File: src/rtl/sat_arb.sv
// Two-requester round-robin saturating clamp with a one-deep result register
// and a sticky count of operations that had to be clamped.
module sat_arb #(
    parameter int CNT_W = 16
) (
    input  logic             sys_clk,
    input  logic             reset,
    input  logic             req0_valid,
    output logic             req0_ready,
    input  logic [31:0]      req0_d,
    input  logic [1:0]       req0_mode,
    input  logic             req1_valid,
    output logic             req1_ready,
    input  logic [31:0]      req1_d,
    input  logic [1:0]       req1_mode,
    output logic             res_valid,
    input  logic             res_ready,
    output logic [23:0]      res_q,
    output logic             res_id,
    output logic             res_clamped,
    output logic [CNT_W-1:0] sat_cnt,
    input  logic             cnt_clr
);

    // Handshake: a transfer happens on a rising edge where valid & ready are both 1.
    // An operand is taken only while the result slot is empty or being drained
    // this cycle; the requester holds data/mode stable until it sees ready.
    logic        can_accept;
    logic        grant;
    logic        accept;
    logic        last_grant;
    logic [31:0] sel_d;
    logic [1:0]  sel_mode;
    logic [23:0] range_max;
    logic [23:0] sat_q;
    logic        sat_clamped;

    assign can_accept = !reset && (!res_valid || res_ready);

    // Alternate on contention; otherwise whichever side is asking wins.
    always_comb begin
        grant = 1'b0;
        if (req0_valid && req1_valid) begin
            grant = ~last_grant;
        end else if (req1_valid) begin
            grant = 1'b1;
        end
    end

    assign req0_ready = can_accept && req0_valid && !grant;
    assign req1_ready = can_accept && req1_valid && grant;
    assign accept     = req0_ready || req1_ready;

    assign sel_d    = grant ? req1_d : req0_d;
    assign sel_mode = grant ? req1_mode : req0_mode;

    // The twentyfour bit overrides sixteen.
    always_comb begin
        range_max = 24'h0000FF;
        if (sel_mode[1]) begin
            range_max = 24'hFFFFFF;
        end else if (sel_mode[0]) begin
            range_max = 24'h00FFFF;
        end
    end

    always_comb begin
        sat_q       = sel_d[23:0];
        sat_clamped = 1'b0;
        if (sel_d[31]) begin
            sat_q       = 24'h000000;
            sat_clamped = 1'b1;
        end else if (sel_d[30:0] > {7'b0, range_max}) begin
            sat_q       = range_max;
            sat_clamped = 1'b1;
        end
    end

    always_ff @(posedge sys_clk) begin
        if (reset) begin
            res_valid   <= 1'b0;
            res_q       <= 24'h000000;
            res_id      <= 1'b0;
            res_clamped <= 1'b0;
            last_grant  <= 1'b1;
        end else if (accept) begin
            res_valid   <= 1'b1;
            res_q       <= sat_q;
            res_id      <= grant;
            res_clamped <= sat_clamped;
            last_grant  <= grant;
        end else if (res_ready) begin
            res_valid   <= 1'b0;
        end
    end

    // Clear beats a same-cycle clamp; the count sticks at all-ones.
    always_ff @(posedge sys_clk) begin
        if (reset || cnt_clr) begin
            sat_cnt <= '0;
        end else if (accept && sat_clamped && (sat_cnt != {CNT_W{1'b1}})) begin
            sat_cnt <= sat_cnt + 1'b1;
        end
    end

endmodule

File: config.mk
export PLATFORM = sky130hd
export DESIGN_NAME = sat_arb
export DESIGN_NICKNAME = d
export VERILOG_FILES = /design/src/rtl/sat_arb.sv
export SDC_FILE = /design/constraint.sdc
export NUM_CORES = 1
export LEC_CHECK = 0
export ABC_AREA = 1
export BUFFER_PORTS_ARGS = -buffer_cell sky130_fd_sc_hd__buf_2
export CAP_MARGIN = 20
export CORE_MARGIN = 2
export CORE_UTILIZATION = 50
export DETAILED_ROUTE_END_ITERATION = 10
export GPL_TIMING_DRIVEN = 0
export HOLD_SLACK_MARGIN = 0.1
export PLACE_DENSITY = 0.9
export SLEW_MARGIN = 40
export SYNTH_ARGS = -nofsm -noshare
export SYNTH_HDL_FRONTEND = slang
export SYNTH_SLANG_ARGS = --single-unit
export TNS_END_PERCENT = 5
File: constraint.sdc
create_clock -name sys_clk -period 7 [get_ports sys_clk]
set_input_delay 0.7 -clock sys_clk [delete_from_list [all_inputs] [get_ports sys_clk]]
set_output_delay 0.7 -clock sys_clk [all_outputs]
set_load 0.01 [all_outputs]
==> out/results.ini <==
[run_status]
status=finished, final reports clean

[worst_setup_path]
cpMaxStageDelayCell=nor2_1
r2r_start=last_grant$_SDFFE_PP1P_
critical_path.max_stage_delay_ps=530
crit_path_end_kind=flop
worst_r2r_path_depth=22
cp-endpoint=sat_cnt[4]$_SDFFE_PP0P_
crit_path_start_kind=input pin
rr_endpoint=sat_cnt[4]$_SDFFE_PP0P_
crit_type=in2reg
startpoint=req0_valid
critPathRequiredTime_ps=7210
worstPathArrival_ps=3920
path_max_fanout=10
r2r_slack_ps=3450
crit_chain=buf_2 > nand2_2 > nand2_4 > buf_6 > buf_2 > nand2_1 > o21ai_0 > nor2_1 > ha_1 > nand2_1 > nor2_1 > nand2_1 > nor2_1 > nand3_1 > nor2_1 > nand2_1 > nand2_4 > nand2_4 > nand3_4 > buf_8 > nand2_2 > a21oi_2

[floorplanning]
fp.dieW_um=83.11
core_area_mm2=0.005991
die_y_um=83.11
die_area_mm2=0.006907
io_pins=119
num_rows=28
start_util_pct=52.23

[final_layout]
final_common_cell=nand2_1
n_antenna_cell=0
seq_area_um2=880.8
multi_input_comb_area_mm2=0.001863
finalNetCount=707
drive_gt1_share_pct=26.14
layout_common_cells=145 x nand2_1, 122 x buf_2, 73 x inv_1
syn_to_final_growth_pct=25.83
fin_area_mm2=0.003938
n_fill_cell=524

[synthesis]
muxShareOfSynthArea_pct=0.4398
avgSynthCellArea_um2=6.360
syn-num-nets=583
synth_compound_area_share_pct=11.44
synthTopCellsByArea=dfxtp_1 28%, nand2_1 17%, inv_1 8.8%
ys_seq_elements=44
synthFlopType=dfxtp_1
yosys.area_share.simple_pct=37.23
ys_seq_area_share_pct=28.15
synth_top_area_share_pct=28.15
synth_edf_count=0
synth_top_family_by_area=simple AND/OR/NAND/NOR gates
synth_fa_ha_area_share_pct=6.797
syn-cell-area_mm2=0.003129
ys_types=32
synth_xor_area_share_pct=3.639
synth_top_cell_by_area=dfxtp_1
ys.warnings.count=0
synthCells=492
async_reset_ff_share_pct=0

[clocking]
postCtsSetupBuffers=0
ctsResizeCount=0
clkTransAtPathRegs_ps=80
numCtsBuffers=5
cts_tree=yes
cts_htree_levels=2
clk_latency_ps=300
hold_buffers=0
cts.sinks=44
clk_path_buf_depth=2
cts_root_buf=clkbuf_8

[global_route]
grt_first_pass_wirelength_mm=14.28
grt_use_total_pct=24.26
overflow=0
grt_max_degree=14
antenna_found_initial=0
grt_pass1_vias=3438

[hold_path]
min_from=res_q[10]$_SDFFE_PP0P_
min_path_type=reg2reg

[sta]
worst_slew_pin_slew_ps=667.1
fin_crit_sh_pct=53.01
hold_viol=0
grt_setup_unrepaired=no
setup_viol=0
fmax_mhz=269.5
slew_viol_final=0
fin_setup_tns_ps=0
slew_headroom_pct=55.53
finalClockSkew_ps=11.97
fin_crit_ps=3711

[detailed_routing]
dr_wl_met2_mm=4.084
drtAntennaViolNets=0
top_layer=met4
vias=3585
dr.first_iter.drc_count=204
wl_met1_mm=3.421
drc=0
drt-total-wl_mm=8.425
wl_met3_um=678
drt_pre_antenna_iters=6
wl_per_cell_um=12.19
routed_via_density=5.188

[pwr]
leakage_nw=2.033
power.density_mw_per_mm2=165.8
ir_drop_v=0.0001176

[flow_run]
drv_cap=0

[placed_design]
dp_hpwl_mm=6.852
port-buffer-count=117
dpl_cell_area_mm2=0.003809
gp_congestion=0.9843

power by group:
part           switching [mW]  total (mW)  internal (mW)
sequential            0.00655       0.268          0.261
combinational          0.0966       0.160         0.0636
clock                  0.0845       0.225          0.140
total                   0.188       0.653          0.465
critical path, delay by kind of cell:
kind	cells	cell delay (ps)
and+or+nand+nor	15	2080
buffers and inverters	4	610
AOI/OAI and AO/OA	2	240
adders and majority gates	1	260
routing by layer:
layer | track usage [%] | up-vias
met4 | 9.687 | 0
met3 | 6.064 | 25
met5 | 0 | -
met2 | 41.86 | 143
li1 | - | 1811
met1 | 28.71 | 1606
cell families (layout without fill, tap and decap cells):
group           Yosys count  after routing
compound gates           65             65
xor+xnor                 13             13
fa+ha+maj                17             17
buf+inv                  94            218
flops                    44             44
mux                       1              1
simple gates            258            258
state kept, by name (all words and copies together) (netlist names):
register	count
res_q	24
sat_cnt	16
last_grant	1
res_clamped	1
res_id	1
res_valid	1
synthesized netlist by cell type (3+ instances only):
library cell and count:
a21oi_1 35, a21oi_2 8, buf_2 5, clkbuf_1 9, dfxtp_1 44, ha_1 17, inv_1 73, nand2_1 145
nand2_2 9, nand2_4 3, nand3_1 35, nand3b_1 6, nand4_1 18, nor2_1 30, nor3_1 4, o21ai_0 17
o21ai_1 4, xnor2_1 3, xor2_1 10
layout make-up:
class	instances	share of cell area, %
clock buffer	5	1.748
sequential	44	22.37
clock inverter	2	1.525
multi-input combinational	354	47.31
tap	75	2.383
inverter	75	7.150
timing repair buffer	117	14.87
buffer	19	2.637
worst min-delay path by stage:
stage          cells after the start  slack (ps)                 endpoint
2_1_floorplan                      2         460  last_grant$_SDFFE_PP1P_
3_3_place_gp                       2         450   res_q[11]$_SDFFE_PP0P_
3_5_place_dp                       2         450    res_q[2]$_SDFFE_PP0P_
4_1_cts                            2         470    res_q[2]$_SDFFE_PP0P_
5_1_grt                            2         480    res_q[1]$_SDFFE_PP0P_
6_report                           2         470   res_q[10]$_SDFFE_PP0P_
stage by stage:
stage	hold slack, ps	instances	total power, mW	utilization [%]	setup WS (ps)
floorplan	461.8	492	0.3750	-	3790
global placement	451.4	684	0.4245	63.58	3177
detailed placement	453.9	684	0.4325	63.58	3059
CTS	466.9	691	0.6570	65.73	3352
global route	484.4	691	0.6922	65.73	2957
finish	470.4	691	0.6529	65.73	3289
No activity file was read; power rests on OpenSTA's default activity.
